$ cat config.mk
export PLATFORM = sky130hd
export DESIGN_NAME = if_fetch_unit
export DESIGN_NICKNAME = d
export VERILOG_FILES = /design/src/rtl/if_fetch_unit.sv
export SDC_FILE = /design/constraint.sdc
export NUM_CORES = 1
export LEC_CHECK = 0
export BUFFER_PORTS_ARGS = -buffer_cell sky130_fd_sc_hd__buf_2
export CORE_MARGIN = 2
export CORE_UTILIZATION = 61
export CTS_CLUSTER_SIZE = 40
export DETAILED_ROUTE_END_ITERATION = 12
export PLACE_DENSITY_LB_ADDON = 0.1
export SYNTH_ARGS = -nofsm -noshare
export SYNTH_HDL_FRONTEND = slang
export SYNTH_SLANG_ARGS = --single-unit
$ cat constraint.sdc
create_clock -name clk -period 4.5 [get_ports clk]
set_input_delay 0.45 -clock clk [delete_from_list [all_inputs] [get_ports clk]]
set_output_delay 0.45 -clock clk [all_outputs]
set_load 0.01 [all_outputs]
$ cat src/rtl/if_fetch_unit.sv
// ---------------------------------------------------------------------------
// if_fetch_unit
//
// Instruction-fetch front end of the 5-stage MIPS pipeline. It owns the fetch
// PC and drives a req/ack instruction-memory port with at most one
// transaction outstanding. Fetched words are buffered in a 2-entry FIFO of
// {addr+4, word}. The head entry is presented to the IF/ID register. The head
// is held while hazard_detected is high, and a taken branch flushes the FIFO.
//
// Ports:
//   clk              single clock, rising edge
//   rst              synchronous active-high reset
//   hazard_detected  freeze: head instruction is not consumed
//   branch_taken     redirect request and IF/ID flush
//   branch_addr      redirect target (32)
//   imem_req         fetch request to instruction memory
//   imem_addr        fetch address (32), stable while imem_req is high
//   imem_ack         memory completion, imem_rdata valid in the same cycle
//   imem_rdata       fetched word (32)
//   PC               head instruction address + 4, 0 when empty (32)
//   instruction      head instruction, NOP (0) when empty (32)
//   fetch_valid      FIFO non-empty
// ---------------------------------------------------------------------------
module if_fetch_unit #(
    parameter logic [31:0] RESET_PC = 32'h0000_0000
) (
    input  logic        clk,
    input  logic        rst,
    input  logic        hazard_detected,
    input  logic        branch_taken,
    input  logic [31:0] branch_addr,
    output logic        imem_req,
    output logic [31:0] imem_addr,
    input  logic        imem_ack,
    input  logic [31:0] imem_rdata,
    output logic [31:0] PC,
    output logic [31:0] instruction,
    output logic        fetch_valid
);

    // FETCH: normal operation. DRAIN: a redirect left a request in flight,
    // and it must complete on its old address before fetching resumes.
    typedef enum logic {
        FETCH = 1'b0,
        DRAIN = 1'b1
    } state_t;

    state_t      state;
    state_t      state_next;

    logic [31:0] fetch_pc;
    logic [31:0] fetch_pc_inc;
    logic [31:0] drain_addr;

    // Entry 0 is always the head, and entry 1 is only meaningful at count 2.
    logic [31:0] head_pc;
    logic [31:0] head_word;
    logic [31:0] tail_pc;
    logic [31:0] tail_word;
    logic [1:0]  count;

    logic        accept;
    logic        consume;
    logic        pending_no_ack;

    assign fetch_pc_inc = fetch_pc + 32'd4;

    // A word is taken only in FETCH. A redirect on the same edge discards it.
    assign accept  = (state == FETCH) && imem_req && imem_ack && !branch_taken;
    assign consume = fetch_valid && !hazard_detected && !branch_taken;

    // True when a request from FETCH is still waiting at this edge. A redirect
    // seen here must keep that address on the bus until the ack arrives.
    assign pending_no_ack = (state == FETCH) && imem_req && !imem_ack;

    // State register.
    always_ff @(posedge clk) begin
        if (rst) begin
            state <= FETCH;
        end else begin
            state <= state_next;
        end
    end

    // Next-state logic. DRAIN lasts until the in-flight ack. A further redirect
    // while draining only retargets fetch_pc, so it does not change state here.
    always_comb begin
        state_next = state;
        case (state)
            FETCH: begin
                if (branch_taken && pending_no_ack) begin
                    state_next = DRAIN;
                end
            end
            DRAIN: begin
                if (imem_ack) begin
                    state_next = FETCH;
                end
            end
            default: state_next = FETCH;
        endcase
    end

    // Output logic. The request comes from registered state only. The rst
    // term keeps the port quiet during the reset cycle, even if the unit was
    // mid-drain.
    always_comb begin
        imem_req    = !rst && ((state == DRAIN) || (count != 2'd2));
        imem_addr   = (state == DRAIN) ? drain_addr : fetch_pc;
        fetch_valid = (count != 2'd0);
        PC          = fetch_valid ? head_pc : 32'h0000_0000;
        instruction = fetch_valid ? head_word : 32'h0000_0000;
    end

    // Fetch PC, drain address and FIFO. Priority: reset, then redirect, then
    // the normal push/pop. A simultaneous push and pop can only occur at
    // count 1, because a full FIFO never requests and an empty one cannot pop.
    always_ff @(posedge clk) begin
        if (rst) begin
            fetch_pc   <= RESET_PC;
            drain_addr <= RESET_PC;
            count      <= 2'd0;
            head_pc    <= 32'h0000_0000;
            head_word  <= 32'h0000_0000;
            tail_pc    <= 32'h0000_0000;
            tail_word  <= 32'h0000_0000;
        end else if (branch_taken) begin
            count    <= 2'd0;
            fetch_pc <= branch_addr;
            if (pending_no_ack) begin
                drain_addr <= fetch_pc;
            end
        end else begin
            if (accept) begin
                fetch_pc <= fetch_pc_inc;
            end
            case ({accept, consume})
                2'b10: begin
                    if (count == 2'd0) begin
                        head_pc   <= fetch_pc_inc;
                        head_word <= imem_rdata;
                    end else begin
                        tail_pc   <= fetch_pc_inc;
                        tail_word <= imem_rdata;
                    end
                    count <= count + 2'd1;
                end
                2'b01: begin
                    head_pc   <= tail_pc;
                    head_word <= tail_word;
                    count     <= count - 2'd1;
                end
                2'b11: begin
                    head_pc   <= fetch_pc_inc;
                    head_word <= imem_rdata;
                end
                default: begin
                end
            endcase
        end
    end

endmodule
## Yosys cells after proc, flatten, opt, wreduce, memory -nomap -nowiden

Index checks and enable logic that the tools add are counted.
Widths: inputs -> output; s select.

| storage, ports and cells | value |
|---|---|
| bits in registers | 195 |
| input bits | 69 |
| output and inout bits | 98 |
| word-level logic and storage cells | 54 |

| cells by class | value |
|---|---|
| add/sub/neg operators | 3 |
| equality and inequality tests | 5 |
| mux-type cells | 13 |
| bitwise gates (word level) | 3 |
| reduce and logical (&&, ||, !) cells | 22 |

Operators with widths:

| kind | number |
|---|---|
| $mux 32 | 7 |
| $pmux 32 s3 | 2 |
| $add 32x3->32 const B | 1 |
| $logic_and 1x1->1 | 8 |
| $reduce_and 3->1 | 2 |
| $reduce_bool 2->1 | 3 |
| $eq 2x2->1 const B | 2 |
| $logic_not 1->1 | 4 |
| $ne 2x2->1 const B | 2 |
| $pmux 2 s2 | 1 |
| $not 1->1 | 3 |
| $reduce_bool 3->1 | 1 |
| $add 2x1->2 const B | 1 |
| $eq 2x1->1 const B | 1 |
| $logic_not 2->1 | 1 |
| $mux 1 | 2 |
| $pmux 1 s2 | 1 |
| $reduce_and 2->1 | 1 |
| $reduce_or 2->1 | 1 |
| $sub 2x1->2 const B | 1 |
| $logic_or 1x1->1 | 1 |

## Logic depth before layout (Yosys ltp)

| depth | value |
|---|---|
| depth in word-level cells | 9 |
| mapped depth | 13 |
| depth with buffers taken out | 9 |

## Worst setup path after synthesis

No wires, ideal clock.

| timing | value |
|---|---|
| path type | input to register |
| start | input port branch_taken |
| end | register head_pc[29] |
| setup time | 0.095 ns |
| data arrival time | 2.706 ns |
| required time | 4.405 ns |
| path slack | 1.699 ns |
| stages | 12 |
| path buffers | 5 |
| path through | clkbuf_1 > inv_1 > clkbuf_1 > buf_1 > nand3_1 > inv_1 > ha_1 > a211o_1 > clkbuf_1 > clkbuf_1 > nand2_1 > a221oi_1 |

| between the ends | value |
|---|---|
| word-level cells in the longest chain between the ends | 5 |
| elaborated cells between the ends (all ways) | 11 |
| those cells by class | eq/ne: 4; mux: 1; bitwise: 1; reduce/logical: 5 |

Ends and longest elaborated chain:

| what | RTL line | text |
|---|---|---|
| start, declared | 30 | `input logic branch_taken,` |
| $logic_not 1->1 | 69, 70 |  |
| $logic_and 1x1->1 (on tied branches) | 70, 69 |  |
| $eq 2x2->1 or $eq 2x1->1 (tied branches) | 137 | `case ({accept, consume})` |
| $ne 2x2->1 (no source line) or $reduce_bool 3->1 (tied branches) | -- |  |
| $reduce_and 3->1 (no source line) | -- |  |
| end signal, assigned | 140 | `head_pc <= fetch_pc_inc;` |
| end signal, assigned | 149 | `head_pc <= tail_pc;` |
| end signal, assigned | 154 | `head_pc <= fetch_pc_inc;` |
| end, declared | 56 | `logic [31:0] head_pc;` |

Several ways; a longest one is shown, not always the timed one.
A chain may end at the register's enable or synchronous reset.

## Worst setup path in the final report

| timing | value |
|---|---|
| start | input port rst |
| end | register head_pc[23] |

| between the ends | value |
|---|---|
| word-level cells in the longest chain between the ends | 8 |
| elaborated cells between the ends (all ways) | 12 |
| those cells by class | eq/ne: 4; mux: 1; reduce/logical: 7 |

Ends and longest elaborated chain:

| what | RTL line | text |
|---|---|---|
| start, declared | 28 | `input logic rst,` |
| $logic_not 1->1 | 108 | `imem_req = !rst && ((state == DRAIN) \|\| (count != 2'd2));` |
| $logic_and 1x1->1 | 108 |  |
| $logic_and 1x1->1 (3 in a row) | 69 | `assign accept = (state == FETCH) && imem_req && imem_ack && !branch_taken;` |
| $eq 2x2->1 or $eq 2x1->1 (tied branches) | 137 |  |
| $ne 2x2->1 (no source line) or $reduce_bool 3->1 (tied branches) | -- |  |
| $reduce_and 3->1 (no source line) | -- |  |

Several ways; a longest one is shown, not always the timed one.

==> results.txt <==
- Number of standard-cell rows in the floorplan: 45
- After synthesis, the most frequently instantiated cells are dfxtp_1, nand2_1, nor2_1.
- The top cell type by area accounts for approximately two fifths of the synthesized area.
* Routed WL per cell: approximately 16 um
* Post-CTS setup buffer count: 0
- N_diodes: 0
- Switching part of the total power: between 20% and 30%
- Die width: 129 um
- Across all register-to-register paths, the minimum setup slack is approximately 1.8 ns.
- Die height: ~130 um
- The share of total power dissipated in sequential elements is between 40% and 50%.
- Largest net degree at the start of global routing: between 70 and 80
- The clock net in this run drives a total of 195 sinks.
- Number of antenna violations at the first check in global routing: 0
- Number of global-route vias before repair: 7,423
* Worst-case reg-to-reg path depth: 9
- Peak Freq: roughly 360 MHz
* Part of the Yosys area used for sequential elements: between 40% and 50%
- Among all flip-flop cells after synthesis, the most frequent one is dfxtp_1.
- Global routing finished with a remaining overflow of 0.
* Mapped Nets: between 1,000 and 1,500
- Setup repair after global routing left no endpoint under its margin.
* Endpoint required time on the critical path: about 4.9 ns
* Total Nets Final: about 1,300
- Remaining antenna violation count: 0
- The hold violation count in the final report was 0.
* Number of top-level pins: about 170
- Type of the worst setup path: in2reg
* Detail Placement HPWL: roughly 16,000 um
- The endpoint identified for the worst register-to-register timing path is head_pc[23]$_SDFFE_PP0P_.
- The die covers between 15,000 and 20,000 um^2.
- Vias/cell: around 5.8
- By area the synthesized netlist is led by dfxtp_1, nand2_1, a211oi_1.
- Clock period minus worst slack: 2.78 ns
* Internal power component: between 2 and 3 mW
- Data arrival time of the worst path: between 3 and 4 ns
* Root buffer cell: clkbuf_16
* Initial Util: 62.5%
* Count leader, synth: dfxtp_1
- The number of gates resized after CTS was 0.
- Summing all placed instances gives a cell area of 10,300 um^2.
- For this design the ratio of total power to cell area is 342 nW/um^2.
- For this design the static power due to leakage is ~4.1 nW.
* Worst min-delay path startpoint: branch_addr[1]
- Global routing consumed, over all layers together, between 20 and 30% of the routing resources.
- Setup violations remaining at the end of the flow were counted as 0.
- The first global-routing pass estimated approximately 38,000 um of wire.
- The worst hold path was traced through 3 stages.
* Peak supply drop: between 0.3 and 0.4 mV
* Number of buffers inserted during clock tree synthesis: 17
- Worst-case hold path end point: fetch_pc[1]$_SDFFE_PP0P_
- Final number of max-transition violations: 0
- Cell total after placement: around 1,500
* Startpoint Class: input port
- Final hold analysis gives a worst-case slack of about 0.25 ns.
- For this block, the via count after detailed routing is 8,592.
* Number of design rule violations left after detail routing: 0
- Across the run, the number of max-cap violations was 0.
- Setup Slack @ Placement: approximately 1.3 ns
- Worst reg2reg path startpoint: count[1]$_SDFFE_PP0P_
* Mapped Area: roughly 9500 um^2
- The number of hold buffers added after CTS was 0.
- In this run the worst path has a maximum fanout of a little over 60.
- Fin cells: around 1,500
- Headroom to the max-slew limit came out at 22.1%.
- Of the total power, combinational logic draws under 10%.
* Post-synthesis instance total: 1,179
* H-Tree Level Count: 4
- In this run the mean area of a mapped cell was about 8.1 um^2.
- Distinct cells, synth: 50
- Of the available clock period, the critical path in the final layout requires between 60% and 70%.
- Iter 0 DRT Violations: ~760
- Least-Margin Pin Slew: about 1.2 ns
- CTS tree: done
- Final WL: between 20,000 and 25,000 um
- Final GP Congestion: 0.933
* Number of buffers on the longest clock path: 2
- Core footprint: ~15,000 um^2
* Source-to-sink clock delay at the later pin of the worst-skew pair: approximately 0.44 ns
* Area grow syn2layout: 14.4%
- Per report_power, the clock group accounts for between 40% and 50% of the total.
* NetSw: around 0.91 mW
- Number of inserted filler cells in the final layout: ~1,300
- For the final database, setup skew stands at roughly 0.0090 ns.
- With fillers left out, the area of the finished cells amounts to ~11,000 um^2.
* Ratio of cells with drive above 1 in the final layout: approximately a fifth
- Setup Total Neg Slack: 0 ns
- The synthesized design contains around 200 register bits.
- Path category of the worst min-delay check: in2reg
* Post-synth EDFFs: 0
- YS warnings: 0
- In this run the tool buffered the top-level ports with about 170 buffer cells.
- Clock slew at reported path FFs: around 0.070 ns
* Run status: complete, no violations
- Once routing completed, OpenROAD measured the worst setup slack at between 1.5 and 2 ns.
* Largest area contributor in the synthesized netlist: dfxtp_1
- Initial DRT Pass Iterations: 6
* Asr flop ratio synth: 0%
- Crit. End Element: flip-flop
==> layer usage <==
| layer | track usage, % | up-vias | wire length (um) |
|---|---|---|---|
| li1 | - | 4243 | - |
| met1 | 43.7 | 3974 | 11200 |
| met2 | 42.2 | 353 | 10300 |
| met3 | 5.00 | 22 | 2040 |
| met4 | 8.82 | 0 | 306 |
| met5 | 0 | - | 0 |
==> worst max-delay path by stage <==
stage	startpoint	end	slack [ns]	cells after the start
finish	rst	head_pc[23]$_SDFFE_PP0P_	1.72	9
detailed placement	rst	count[1]$_SDFFE_PP0P_	1.33	9
global route	rst	head_pc[23]$_SDFFE_PP0P_	1.46	9
global placement	rst	count[1]$_SDFFE_PP0P_	1.39	9
CTS	count[1]$_SDFFE_PP0P_	head_pc[23]$_SDFFE_PP0P_	1.77	9
floorplan	branch_taken	head_pc[29]$_SDFFE_PP0P_	1.70	12
==> placed cells by master (no fill, tap or decap), drive strengths merged, types with 4 or more instances in the layout <==
master  synthesis  layout
and3           13      13
a211oi         78      78
mux2i          39      39
a311oi          4       4
clkinv          0       4
nor3           21      21
a31oi          10      10
a21oi          86      86
o21ai          21      21
xor2           30      30
ha              4       4
and2           66      66
o31a            5       5
nand3          25      25
buf            28     179
dfxtp         195     195
or4             7       7
a21o            5       5
clkbuf         88      21
nand4          30      30
inv             8      11
nor2          123     123
xnor2          21      21
nand2         186     186
mux2           30      30
and4            7       7
nor4           15      15
o31ai           4       4
==> logic make-up after synthesis <==
kind of cell               share of synthesized area [%]
AOI/OAI and AO/OA                                   15.3
and+or+nand+nor                                     25.5
adders and majority gates                          0.525
buffers and inverters                               5.41
xor gates and xnor gates                            4.69
DFF                                                 40.9
muxes                                               7.64
==> state kept, by name, indices dropped and copies added, names as in the netlist <==
register,cells
head_word,32
tail_word,32
count,2
state,1
head_pc,32
tail_pc,32
drain_addr,32
fetch_pc,32
==> power groups by stage <==
stage / clock network, mW / logic (mW) / registers, mW
3_3_place_gp: 0 / 0.300 / 1.87
4_1_cts: 1.60 / 0.306 / 1.83
2_1_floorplan: 0 / 0.240 / 1.83
5_1_grt: 1.68 / 0.338 / 1.84
6_report: 1.58 / 0.307 / 1.84
3_5_place_dp: 0 / 0.303 / 1.87
==> stage by stage <==
| stage | total power, mW | util, % |
|---|---|---|
| 6_report | 3.73 | 71.5 |
| 5_1_grt | 3.86 | 71.5 |
| 4_1_cts | 3.74 | 71.5 |
| 3_5_place_dp | 2.18 | 67.4 |
| 3_3_place_gp | 2.17 | 67.4 |
| 2_1_floorplan | 2.07 | - |
==> final cells by class <==
cell class	count	area, um^2	share of cell area [%]
multi-input cells	860	5150	47.2
clock buffers	21	470	4.31
inverters	8	30.0	0.275
flip-flops and latches	195	3900	35.8
well taps	211	264	2.42
repair buffers	179	947	8.68
clock inverters	11	148	1.35
==> critical path, stage by stage <==
cell and delay (ns):
buf_6 0.35, inv_1 0.36, nand3_1 0.31, inv_1 0.07
ha_1 0.25, a211o_1 0.29, nor2_1 0.58, o21ai_0 0.23
a31oi_1 0.20
Power figures use the tool's default switching activity.
